--- src/rtl/mem_lsu_pkg.sv ---
// Shared widths, encodings and request-check helper for the mem_lsu load/store initiator.
package mem_lsu_pkg;

    localparam int ADDR_WIDTH = 32;
    localparam int DATA_WIDTH = 32;
    localparam logic WRITE_ENABLE = 1'b1;
    localparam logic [DATA_WIDTH-1:0] ZERO = '0;

    typedef enum logic [1:0] {
        SIZE_B   = 2'b00,
        SIZE_H   = 2'b01,
        SIZE_W   = 2'b10,
        SIZE_BAD = 2'b11
    } size_e;

    typedef enum logic [1:0] {
        ST_IDLE,
        ST_LOAD,
        ST_WRITE,
        ST_RESP
    } state_e;

    // Size/alignment part of the error check; the range check needs RAM_SIZE and lives in the top.
    function automatic logic size_or_align_err(input size_e size, input logic [1:0] offset);
        case (size)
            SIZE_B:  return 1'b0;
            SIZE_H:  return offset[0];
            SIZE_W:  return offset != 2'b00;
            default: return 1'b1;
        endcase
    endfunction

endpackage

--- src/rtl/mem_lsu_if.sv ---
// Request/response and RAM data-port bundle of the load/store unit; names are from the LSU's view.
interface mem_lsu_if;
    import mem_lsu_pkg::*;

    logic                  req_i;
    logic                  req_we_i;
    logic [1:0]            req_size_i;
    logic                  req_unsigned_i;
    logic [ADDR_WIDTH-1:0] req_addr_i;
    logic [DATA_WIDTH-1:0] req_wdata_i;
    logic                  busy_o;
    logic                  rsp_valid_o;
    logic [DATA_WIDTH-1:0] rsp_rdata_o;
    logic                  rsp_err_o;
    logic [ADDR_WIDTH-1:0] mem_addr_o;
    logic                  mem_we_o;
    logic [DATA_WIDTH-1:0] mem_data_o;
    logic [DATA_WIDTH-1:0] mem_data_i;

    modport master (
        output req_i, req_we_i, req_size_i, req_unsigned_i, req_addr_i, req_wdata_i, mem_data_i,
        input  busy_o, rsp_valid_o, rsp_rdata_o, rsp_err_o, mem_addr_o, mem_we_o, mem_data_o
    );

    modport slave (
        input  req_i, req_we_i, req_size_i, req_unsigned_i, req_addr_i, req_wdata_i, mem_data_i,
        output busy_o, rsp_valid_o, rsp_rdata_o, rsp_err_o, mem_addr_o, mem_we_o, mem_data_o
    );

endinterface

--- src/rtl/mem_lsu_lane_align.sv ---
// Big-endian lane extraction (with sign/zero extension) and sub-word store merge for one RAM word.
module lsu_lane_align
    import mem_lsu_pkg::*;
(
    input  logic [DATA_WIDTH-1:0] i_word,
    input  logic [1:0]            i_offset,
    input  size_e                 i_size,
    input  logic                  i_unsigned,
    input  logic [DATA_WIDTH-1:0] i_wdata,
    output logic [DATA_WIDTH-1:0] o_load,
    output logic [DATA_WIDTH-1:0] o_merged
);

    logic [4:0]            w_byte_sh;
    logic [4:0]            w_half_sh;
    logic [DATA_WIDTH-1:0] w_byte_word;
    logic [DATA_WIDTH-1:0] w_half_word;
    logic [7:0]            w_byte;
    logic [15:0]           w_half;

    // Offset 0 is the most significant lane, so the lane sits (3 - offset) bytes above bit 0.
    assign w_byte_sh   = {~i_offset, 3'b000};
    assign w_half_sh   = {~i_offset[1], 4'b0000};
    assign w_byte_word = i_word >> w_byte_sh;
    assign w_half_word = i_word >> w_half_sh;
    assign w_byte      = w_byte_word[7:0];
    assign w_half      = w_half_word[15:0];

    // NOTE: both outputs get a default first so no path leaves them unassigned and no latch is inferred.
    always_comb begin
        o_load   = i_word;
        o_merged = i_wdata;
        case (i_size)
            SIZE_B: begin
                o_load   = i_unsigned ? {24'h0, w_byte} : {{24{w_byte[7]}}, w_byte};
                o_merged = (i_word & ~(32'h0000_00FF << w_byte_sh))
                         | ({24'h0, i_wdata[7:0]} << w_byte_sh);
            end
            SIZE_H: begin
                o_load   = i_unsigned ? {16'h0, w_half} : {{16{w_half[15]}}, w_half};
                o_merged = (i_word & ~(32'h0000_FFFF << w_half_sh))
                         | ({16'h0, i_wdata[15:0]} << w_half_sh);
            end
            default: ;
        endcase
    end

endmodule

--- src/rtl/mem_lsu.sv ---
// Load/store initiator: one request at a time, word-aligned RAM accesses, read-modify-write for SB/SH.
module mem_lsu
    import mem_lsu_pkg::*;
#(
    parameter int RAM_SIZE = 4096
) (
    input logic      clk_i,
    input logic      rst_i,
    mem_lsu_if.slave bus
);

    state_e                r_state;
    state_e                w_next;
    logic                  r_we;
    logic                  r_unsigned;
    size_e                 r_size;
    logic [ADDR_WIDTH-1:0] r_addr;
    logic [DATA_WIDTH-1:0] r_wdata;
    logic [DATA_WIDTH-1:0] r_word;
    logic [DATA_WIDTH-1:0] r_rdata;
    logic                  r_err;
    logic                  w_req_err;
    logic [DATA_WIDTH-1:0] w_load;
    logic [DATA_WIDTH-1:0] w_merged;

    assign w_req_err = size_or_align_err(size_e'(bus.req_size_i), bus.req_addr_i[1:0])
                    || (bus.req_addr_i >= ADDR_WIDTH'(RAM_SIZE));

    lsu_lane_align u_lane_align (
        .i_word     (bus.mem_data_i),
        .i_offset   (r_addr[1:0]),
        .i_size     (r_size),
        .i_unsigned (r_unsigned),
        .i_wdata    (r_wdata),
        .o_load     (w_load),
        .o_merged   (w_merged)
    );

    always_comb begin
        w_next = r_state;
        case (r_state)
            ST_IDLE: begin
                if (bus.req_i) begin
                    if (w_req_err)
                        w_next = ST_RESP;
                    else if (bus.req_we_i && size_e'(bus.req_size_i) == SIZE_W)
                        w_next = ST_WRITE;
                    else
                        w_next = ST_LOAD;
                end
            end
            ST_LOAD:  w_next = r_we ? ST_WRITE : ST_RESP;
            ST_WRITE: w_next = ST_RESP;
            default:  w_next = ST_IDLE;
        endcase
    end

    // NOTE: non-blocking assignments so every register samples the values from before the edge.
    always_ff @(posedge clk_i) begin
        if (rst_i) begin
            r_state    <= ST_IDLE;
            r_we       <= 1'b0;
            r_unsigned <= 1'b0;
            r_size     <= SIZE_B;
            r_addr     <= '0;
            r_wdata    <= ZERO;
            r_word     <= ZERO;
            r_rdata    <= ZERO;
            r_err      <= 1'b0;
        end else begin
            r_state <= w_next;
            case (r_state)
                ST_IDLE: begin
                    if (bus.req_i) begin
                        r_we       <= bus.req_we_i;
                        r_size     <= size_e'(bus.req_size_i);
                        r_unsigned <= bus.req_unsigned_i;
                        r_addr     <= bus.req_addr_i;
                        r_wdata    <= bus.req_wdata_i;
                        r_word     <= bus.req_wdata_i;
                        if (w_req_err) begin
                            r_rdata <= ZERO;
                            r_err   <= 1'b1;
                        end
                    end
                end
                ST_LOAD: begin
                    if (r_we) begin
                        r_word <= w_merged;
                    end else begin
                        r_rdata <= w_load;
                        r_err   <= 1'b0;
                    end
                end
                ST_WRITE: begin
                    r_rdata <= ZERO;
                    r_err   <= 1'b0;
                end
                default: ;
            endcase
        end
    end

    // The latched address drives the RAM through LOAD and WRITE, keeping an RMW pair atomic.
    assign bus.mem_addr_o  = {r_addr[ADDR_WIDTH-1:2], 2'b00};
    assign bus.mem_we_o    = (r_state == ST_WRITE) ? WRITE_ENABLE : ~WRITE_ENABLE;
    assign bus.mem_data_o  = (r_state == ST_WRITE) ? r_word : ZERO;
    assign bus.busy_o      = (r_state != ST_IDLE);
    assign bus.rsp_valid_o = (r_state == ST_RESP);
    assign bus.rsp_rdata_o = r_rdata;
    assign bus.rsp_err_o   = r_err;

endmodule
--- src/flat_wrapper.sv ---
// flat-port wrapper written by rule: the top's interface ports become plain ports
module mem_lsu_flat import mem_lsu_pkg::*;
#(
    parameter int RAM_SIZE = 4096
)
  (clk_i, rst_i, bus_req_i, bus_req_we_i, bus_req_size_i, bus_req_unsigned_i, bus_req_addr_i, bus_req_wdata_i, bus_mem_data_i, bus_busy_o, bus_rsp_valid_o, bus_rsp_rdata_o, bus_rsp_err_o, bus_mem_addr_o, bus_mem_we_o, bus_mem_data_o);
  mem_lsu_if bus_i ();
  input logic clk_i;
  input logic rst_i;
  input wire logic [$bits(bus_i.req_i)-1:0] bus_req_i;
  input wire logic [$bits(bus_i.req_we_i)-1:0] bus_req_we_i;
  input wire logic [$bits(bus_i.req_size_i)-1:0] bus_req_size_i;
  input wire logic [$bits(bus_i.req_unsigned_i)-1:0] bus_req_unsigned_i;
  input wire logic [$bits(bus_i.req_addr_i)-1:0] bus_req_addr_i;
  input wire logic [$bits(bus_i.req_wdata_i)-1:0] bus_req_wdata_i;
  input wire logic [$bits(bus_i.mem_data_i)-1:0] bus_mem_data_i;
  output wire logic [$bits(bus_i.busy_o)-1:0] bus_busy_o;
  output wire logic [$bits(bus_i.rsp_valid_o)-1:0] bus_rsp_valid_o;
  output wire logic [$bits(bus_i.rsp_rdata_o)-1:0] bus_rsp_rdata_o;
  output wire logic [$bits(bus_i.rsp_err_o)-1:0] bus_rsp_err_o;
  output wire logic [$bits(bus_i.mem_addr_o)-1:0] bus_mem_addr_o;
  output wire logic [$bits(bus_i.mem_we_o)-1:0] bus_mem_we_o;
  output wire logic [$bits(bus_i.mem_data_o)-1:0] bus_mem_data_o;
  assign bus_i.req_i = bus_req_i;
  assign bus_i.req_we_i = bus_req_we_i;
  assign bus_i.req_size_i = bus_req_size_i;
  assign bus_i.req_unsigned_i = bus_req_unsigned_i;
  assign bus_i.req_addr_i = bus_req_addr_i;
  assign bus_i.req_wdata_i = bus_req_wdata_i;
  assign bus_i.mem_data_i = bus_mem_data_i;
  assign bus_busy_o = bus_i.busy_o;
  assign bus_rsp_valid_o = bus_i.rsp_valid_o;
  assign bus_rsp_rdata_o = bus_i.rsp_rdata_o;
  assign bus_rsp_err_o = bus_i.rsp_err_o;
  assign bus_mem_addr_o = bus_i.mem_addr_o;
  assign bus_mem_we_o = bus_i.mem_we_o;
  assign bus_mem_data_o = bus_i.mem_data_o;
  mem_lsu #(.RAM_SIZE(RAM_SIZE)) u_core (.clk_i(clk_i), .rst_i(rst_i), .bus(bus_i));
endmodule
--- config.mk ---
export PLATFORM = sky130hd
export DESIGN_NAME = mem_lsu_flat
export DESIGN_NICKNAME = d
export VERILOG_FILES = /design/src/rtl/mem_lsu_pkg.sv /design/src/rtl/mem_lsu_if.sv /design/src/rtl/mem_lsu_lane_align.sv /design/src/rtl/mem_lsu.sv /design/src/flat_wrapper.sv
export SDC_FILE = /design/constraint.sdc
export NUM_CORES = 1
export LEC_CHECK = 0
export ABC_AREA = 0
export BUFFER_PORTS_ARGS = -buffer_cell sky130_fd_sc_hd__buf_4
export CAP_MARGIN = 30
export CELL_PAD_IN_SITES_DETAIL_PLACEMENT = 0
export CELL_PAD_IN_SITES_GLOBAL_PLACEMENT = 1
export CORE_ASPECT_RATIO = 0.7
export CORE_MARGIN = 4
export CORE_UTILIZATION = 37
export CTS_CLUSTER_SIZE = 28
export DETAILED_ROUTE_END_ITERATION = 8
export PLACE_DENSITY_LB_ADDON = 0.25
export SYNTH_ARGS = -nofsm -noshare
export SYNTH_HDL_FRONTEND = slang
export SYNTH_SLANG_ARGS = --single-unit
--- constraint.sdc ---
create_clock -name clk_i -period 3.3 [get_ports clk_i]
set_clock_uncertainty 0.15 [all_clocks]
set_input_delay 0.825 -clock clk_i [delete_from_list [all_inputs] [get_ports clk_i]]
set_output_delay 0.825 -clock clk_i [all_outputs]
set_load 0.1 [all_outputs]
======== Word level (Yosys, flattened, before mapping) ========
Index checks and enable logic that the tools add are counted.
cells by class
  $add $sub $neg .......................... 0
  multiply operators ...................... 0
  divide/modulo/power cells ............... 0
  magnitude comparators ................... 1
  eq/ne operators ......................... 10
  shifts and indexed selects .............. 6
  mux-type cells .......................... 23
  bitwise logic cells ..................... 8
  reduce and logical (&&, ||, !) cells .... 12
operators by type and width
  cell                   number
  $mux 32                8
  $pmux 32 s2            3
  $pmux 32 s3            1
  $and 32x32->32         2
  $not 32->32            2
  $or 32x32->32          2
  $ge 32x13->1 const B   1
  $shl 16x5->32          1
  $shl 16x5->32 const A  1
  $shl 8x5->32           1
  $shl 8x5->32 const A   1
  $shr 32x5->16          1
  $shr 32x5->8           1
  $eq 2x1->1 const B     3
  $eq 2x2->1 const B     3
  $logic_not 2->1        3
  $mux 2                 3
  $pmux 1 s3             2
  $pmux 2 s3             1
  $reduce_bool 2->1      3
  $mux 1                 5
  $ne 2x1->1 const B     2
  $ne 2x2->1 const B     2
  $reduce_and 4->1       1
  7 further kinds        7
storage, ports and cells
  bits in registers ....................... 135
  bits in latches ......................... 0
  bits in writable memories ............... 0
  memory bits (read-only) ................. 0
  input port bits ......................... 103
  output and inout port bits .............. 100
  memories kept ........................... 0

======== Depth between registers and ports, before layout ========
  depth after elaboration ................. 8
  gate-level depth with buffers ........... 9
  mapped depth without buffers ............ 7

======== Modules after synthesis ========
From an unflattened synthesis, not the netlist that was laid out.
unflattened totals
  cells, all modules ...................... 922
  area total of the unflattened synthesis .. 7,315.8 µm²
by module, submodules not included
  module          instances  cells an instance  area each (µm²)
  mem_lsu         1          690                5,839.4
  lsu_lane_align  1          232                1,476.4

======== Worst setup path after synthesis ========
Ideal clock, no wire load.
  path type ............................... reg2out
  start point ............................. register u_core.r_state[0]
  end point ............................... output port bus_mem_data_o[10]
  arrival ................................. 2.302 ns
  required time ........................... 2.325 ns
  setup slack ............................. 0.023 ns
  stages on the path, launching flop included .. 5
  path buffers ............................ 1
  path through ............................ dfxtp_1 > inv_1 > ha_1 > clkbuf_1 > and2_1
between the ends
  cells in the longest elaborated chain, start to end .. 2
RTL lines
  item                    line                text
  start, declared         mem_lsu.sv:12       state_e r_state;
  start signal, assigned  mem_lsu.sv:71       r_state <= w_next;
  $eq 2x2->1              mem_lsu.sv:107      assign bus.mem_data_o = (r_state == ST_WRITE) ? r_word : ZERO;
  $mux 32                 mem_lsu.sv:107
  end, declared           flat_wrapper.sv:23  output wire logic [$bits(bus_i.mem_data_o)-1:0] bus_mem_data_o;
No other way between the ends.

======== Worst setup path in the final report ========
  start point ............................. register u_core.r_state[0]
  end point ............................... output port bus_mem_data_o[31]
The elaborated chain is that of the path after synthesis.

==> metrics <==
Syn-to-layout area delta=29.77%; WP data arrival=1810 ps; number of cells traversed by the worst register-to-register path=5; setup repair bufs after CTS=0; critical path, cell by cell=inv_1, ha_1, buf_4, and2_1, buf_4; Syn Area/Cell=just under 8 um2; critical hold path startpoint=u_core.r_word[12]; post-synthesis register bit count=135; total core area=between 15000 and 20000 um2; number of synthesized flops with an enable pin=0; NetSw=4.096 mW; diode count=0; reg-to-reg setup timing slack=~790 ps; total global-route track usage=roughly 22%; amount of wire on met2 after detailed routing=~9.5 mm; average wire length per cell after detail routing=between 15 and 20 um; max-capacitance violation count=0; hold_buf cts=0; vias in the first global route=6178; highest metal used=met4; TritonCTS clock tree=done; number of levels the H-tree was split into=4; total congestion overflow=0; deepest clock path buffer count=2; most frequent cell on the critical path=sky130_fd_sc_hd__buf_4; Critical Path Start Type=register; total power divided by cell area=954.9 nW/um2; R2R Path End=u_core.r_word[22]; number of distinct standard cells referenced by the synthesized netlist=between 40 and 50; min cycle time layout=2785 ps; ratio of cells with drive above 1 in the final layout=25.12%; FP Rows=41; area of the die=20890 um2; clock-pin slew of the registers on the worst-case setup and hold paths=approximately 60 ps; total count of max-transition violations in the final report=0; leakage power=around 3.8 nW; number of gates on the worst path with buffers counted=5; Met1 Wirelength=11.80 mm; Sw Share=48.02%; maximum cell stage delay along the critical path=about 340 ps; maximum number of pins on one net before global-route repair=66; worst hold slack=between 300 and 400 ps; Vias/cell=approximately 5.3; clock network power share=about 23%; die extent in y=about 120 um; fmax=0.3591 GHz; WL final=~23 mm; count of cells resized by post-cts repair=0; startpoint-to-endpoint class of the critical path=register to primary output; fraction of the cycle the final worst path needs=~84%; portion of the post-synthesis area used by sequential elements=39.26%; storage element area=around 2700 um2; initial antenna violation count=0; final HPWL from detailed placement=17.19 mm; starting utilization of the core area=between 30% and 40%; async set or reset register ratio after synthesis=0%; synthesized area=around 6900 um2; clock buffer count from CTS=17; total area of multi-input combinational cells=approximately 3600 um2; slowest cell on the critical path=sky130_fd_sc_hd__dfxtp_1; cells after synthesis=872; prevailing post-synth register cell=sky130_fd_sc_hd__dfxtp_1; Int Power=between 4 and 5 mW; Reg power frac=a little over a quarter; count of endpoints failing setup in the final report=0; setup total negative slack=0 ps; worst max-slew margin expressed relative to the limit=33.21%; final weighted congestion of routability-driven global placement=about 0.85; Worst Path Buf+Inv=3; Clock Sinks=around 140; reg2reg start=u_core.r_addr[1]; Post-layout nets=1113; CP endpoint=bus_mem_data_o[31]; unrepaired setup endpoints after global routing=false; final hold violation count=0; wire length of the first global-routing pass=between 30 and 40 mm; Port-buffer cells=200; HP Class=register to register; io pins=approximately 200; category of the worst setup path capture point=primary output; clock root cell=sky130_fd_sc_hd__clkbuf_16; DRC violations left=0; combinational cell fraction of total power=about half; total power draw=around 8.5 mW; required time at the endpoint of the critical path=between 2000 and 2500 ps; VDD IR-drop max=approximately 460 uV; width of the die=~170 um; post-route antenna net violation count=0; actual transition at the worst max-transition pin=roughly 1000 ps; count of TritonRoute iterations in the first routing pass=5; biggest fanout along the worst timing path=34; run status=completed; clock latency at the later pin of the worst-skew pair=about 420 ps; number of fill cells=1840; total number of yosys warnings=0; total via count after detailed routing=6700; critical path launch point=u_core.r_state[0]; met3 WL post-DR=around 1.8 mm; Iter 0 DRT Violations=between 600 and 700; CP top delay family=buffers and inverters
[worst min path at each step]
| stage | endpoint | slack [ps] | cells after the start |
|---|---|---|---|
| after CTS | u_core.r_word[15] | 300 | 2 |
| after detailed placement | u_core.r_word[13] | 300 | 2 |
| after global placement | u_core.r_word[10] | 290 | 2 |
| final | u_core.r_word[12] | 300 | 2 |
| after floorplan | u_core.r_word[10] | 280 | 2 |
| after global routing | u_core.r_wdata[29] | 320 | 2 |
[layer usage]
layer | GRT usage, % | vias to the layer above
met3 | 6.195 | 36
met5 | 0 | -
li1 | - | 3288
met4 | 6.086 | 0
met2 | 30.04 | 247
met1 | 33.62 | 3129
[synthesized netlist by cell type (8+ instances only)]
cell type	count	share of area [%]
sky130_fd_sc_hd__nand2_1	201	11
sky130_fd_sc_hd__dfxtp_1	135	39
sky130_fd_sc_hd__a21oi_1	102	7.4
sky130_fd_sc_hd__clkbuf_1	56	3.1
sky130_fd_sc_hd__and2_1	35	3.2
sky130_fd_sc_hd__mux2i_1	35	5.1
sky130_fd_sc_hd__buf_4	32	3.5
sky130_fd_sc_hd__nor2_1	30	1.6
sky130_fd_sc_hd__a22oi_1	26	2.8
sky130_fd_sc_hd__nand3b_1	17	1.9
sky130_fd_sc_hd__o211ai_1	17	1.9
sky130_fd_sc_hd__o21ai_0	16	1.2
sky130_fd_sc_hd__o2bb2ai_1	16	2.0
sky130_fd_sc_hd__a22o_1	14	1.8
sky130_fd_sc_hd__inv_1	14	0.76
sky130_fd_sc_hd__buf_1	10	0.55
sky130_fd_sc_hd__a211oi_1	9	0.98
sky130_fd_sc_hd__and3_1	9	0.82
sky130_fd_sc_hd__o21bai_1	9	0.98
sky130_fd_sc_hd__o221ai_1	9	1.1
sky130_fd_sc_hd__a211o_1	8	1.0
sky130_fd_sc_hd__a21boi_0	8	0.87
sky130_fd_sc_hd__o311a_1	8	1.2
sky130_fd_sc_hd__o41ai_1	8	1.0
[power by group through the flow]
stage                     sequential, mW  combinational [mW]  clock (mW)
after detailed placement            2.32                4.28           0
after global placement              2.32                4.26           0
after floorplan                     2.69                2.88           0
after global routing                2.35                4.59        2.07
final                               2.30                4.27        1.96
after CTS                           2.30                4.29        1.99
[logic make-up after synthesis]
| kind of cell | after synthesis | synth area share [%] |
|---|---|---|
| other | 1 | 0.05447 |
| buffers and inverters | 120 | 8.615 |
| AO/OA/AOI/OAI | 263 | 25.74 |
| adder cells (fa/ha/maj) | 4 | 0.7270 |
| flip-flops | 135 | 39.26 |
| AND/OR/NAND/NOR | 313 | 20.36 |
| multiplexers | 36 | 5.253 |
[layout by cell type (no fill, tap or decap), drive strengths merged, types with 5 or more instances in the layout]
cell type / synthesis / final
nand2: 201 / 201
mux2i: 35 / 35
o311a: 8 / 8
a211o: 8 / 8
o211ai: 17 / 17
o221ai: 9 / 9
buf: 50 / 220
a211oi: 9 / 9
o41ai: 8 / 8
o2bb2ai: 16 / 16
and3: 9 / 9
o21ai: 17 / 17
nor2: 30 / 30
clkbuf: 56 / 23
a21boi: 8 / 8
a22oi: 26 / 26
inv: 14 / 14
and2: 35 / 35
clkinv: 0 / 5
nand3b: 17 / 17
a22o: 14 / 14
o21bai: 9 / 9
a21oi: 103 / 103
dfxtp: 135 / 135
[layout make-up]
cell class | instances | share of cell area (%)
sequential | 135 | 30.25
multi-input combinational | 618 | 40.32
tap | 236 | 3.305
clock inverter | 9 | 1.373
inverter | 14 | 0.5882
timing repair buffer | 220 | 18.81
clock buffer | 23 | 5.350
[per-stage QoR]
stage / std cells / utilization (%) / setup slack (ps) / instance area, um2
floorplan: 873 / - / 22.63 / 6888
global placement: 1222 / 45.82 / 265.9 / 8322
detailed placement: 1223 / 45.89 / 275.9 / 8333
CTS: 1255 / 49.19 / 447.4 / 8934
global route: 1255 / 49.19 / 366.1 / 8934
finish: 1255 / 49.19 / 515.0 / 8934
[registers in the layout (all words and copies together) (netlist names)]
register and count:
u_core.r_state 2, u_core.r_word 32, u_core.r_size 2, u_core.r_wdata 32, u_core.r_addr 32, u_core.r_unsigned 1
u_core.bus.rsp_rdata_o 32, u_core.r_we 1, u_core.bus.rsp_err_o 1
[worst register-to-register path, delay by kind of cell, from the launching register on]
family,cells,cell delay (ps)
AO/OA/AOI/OAI,3,1050
multiplexers,2,470
flip-flops,1,770
(Power assumes the default switching activity.)
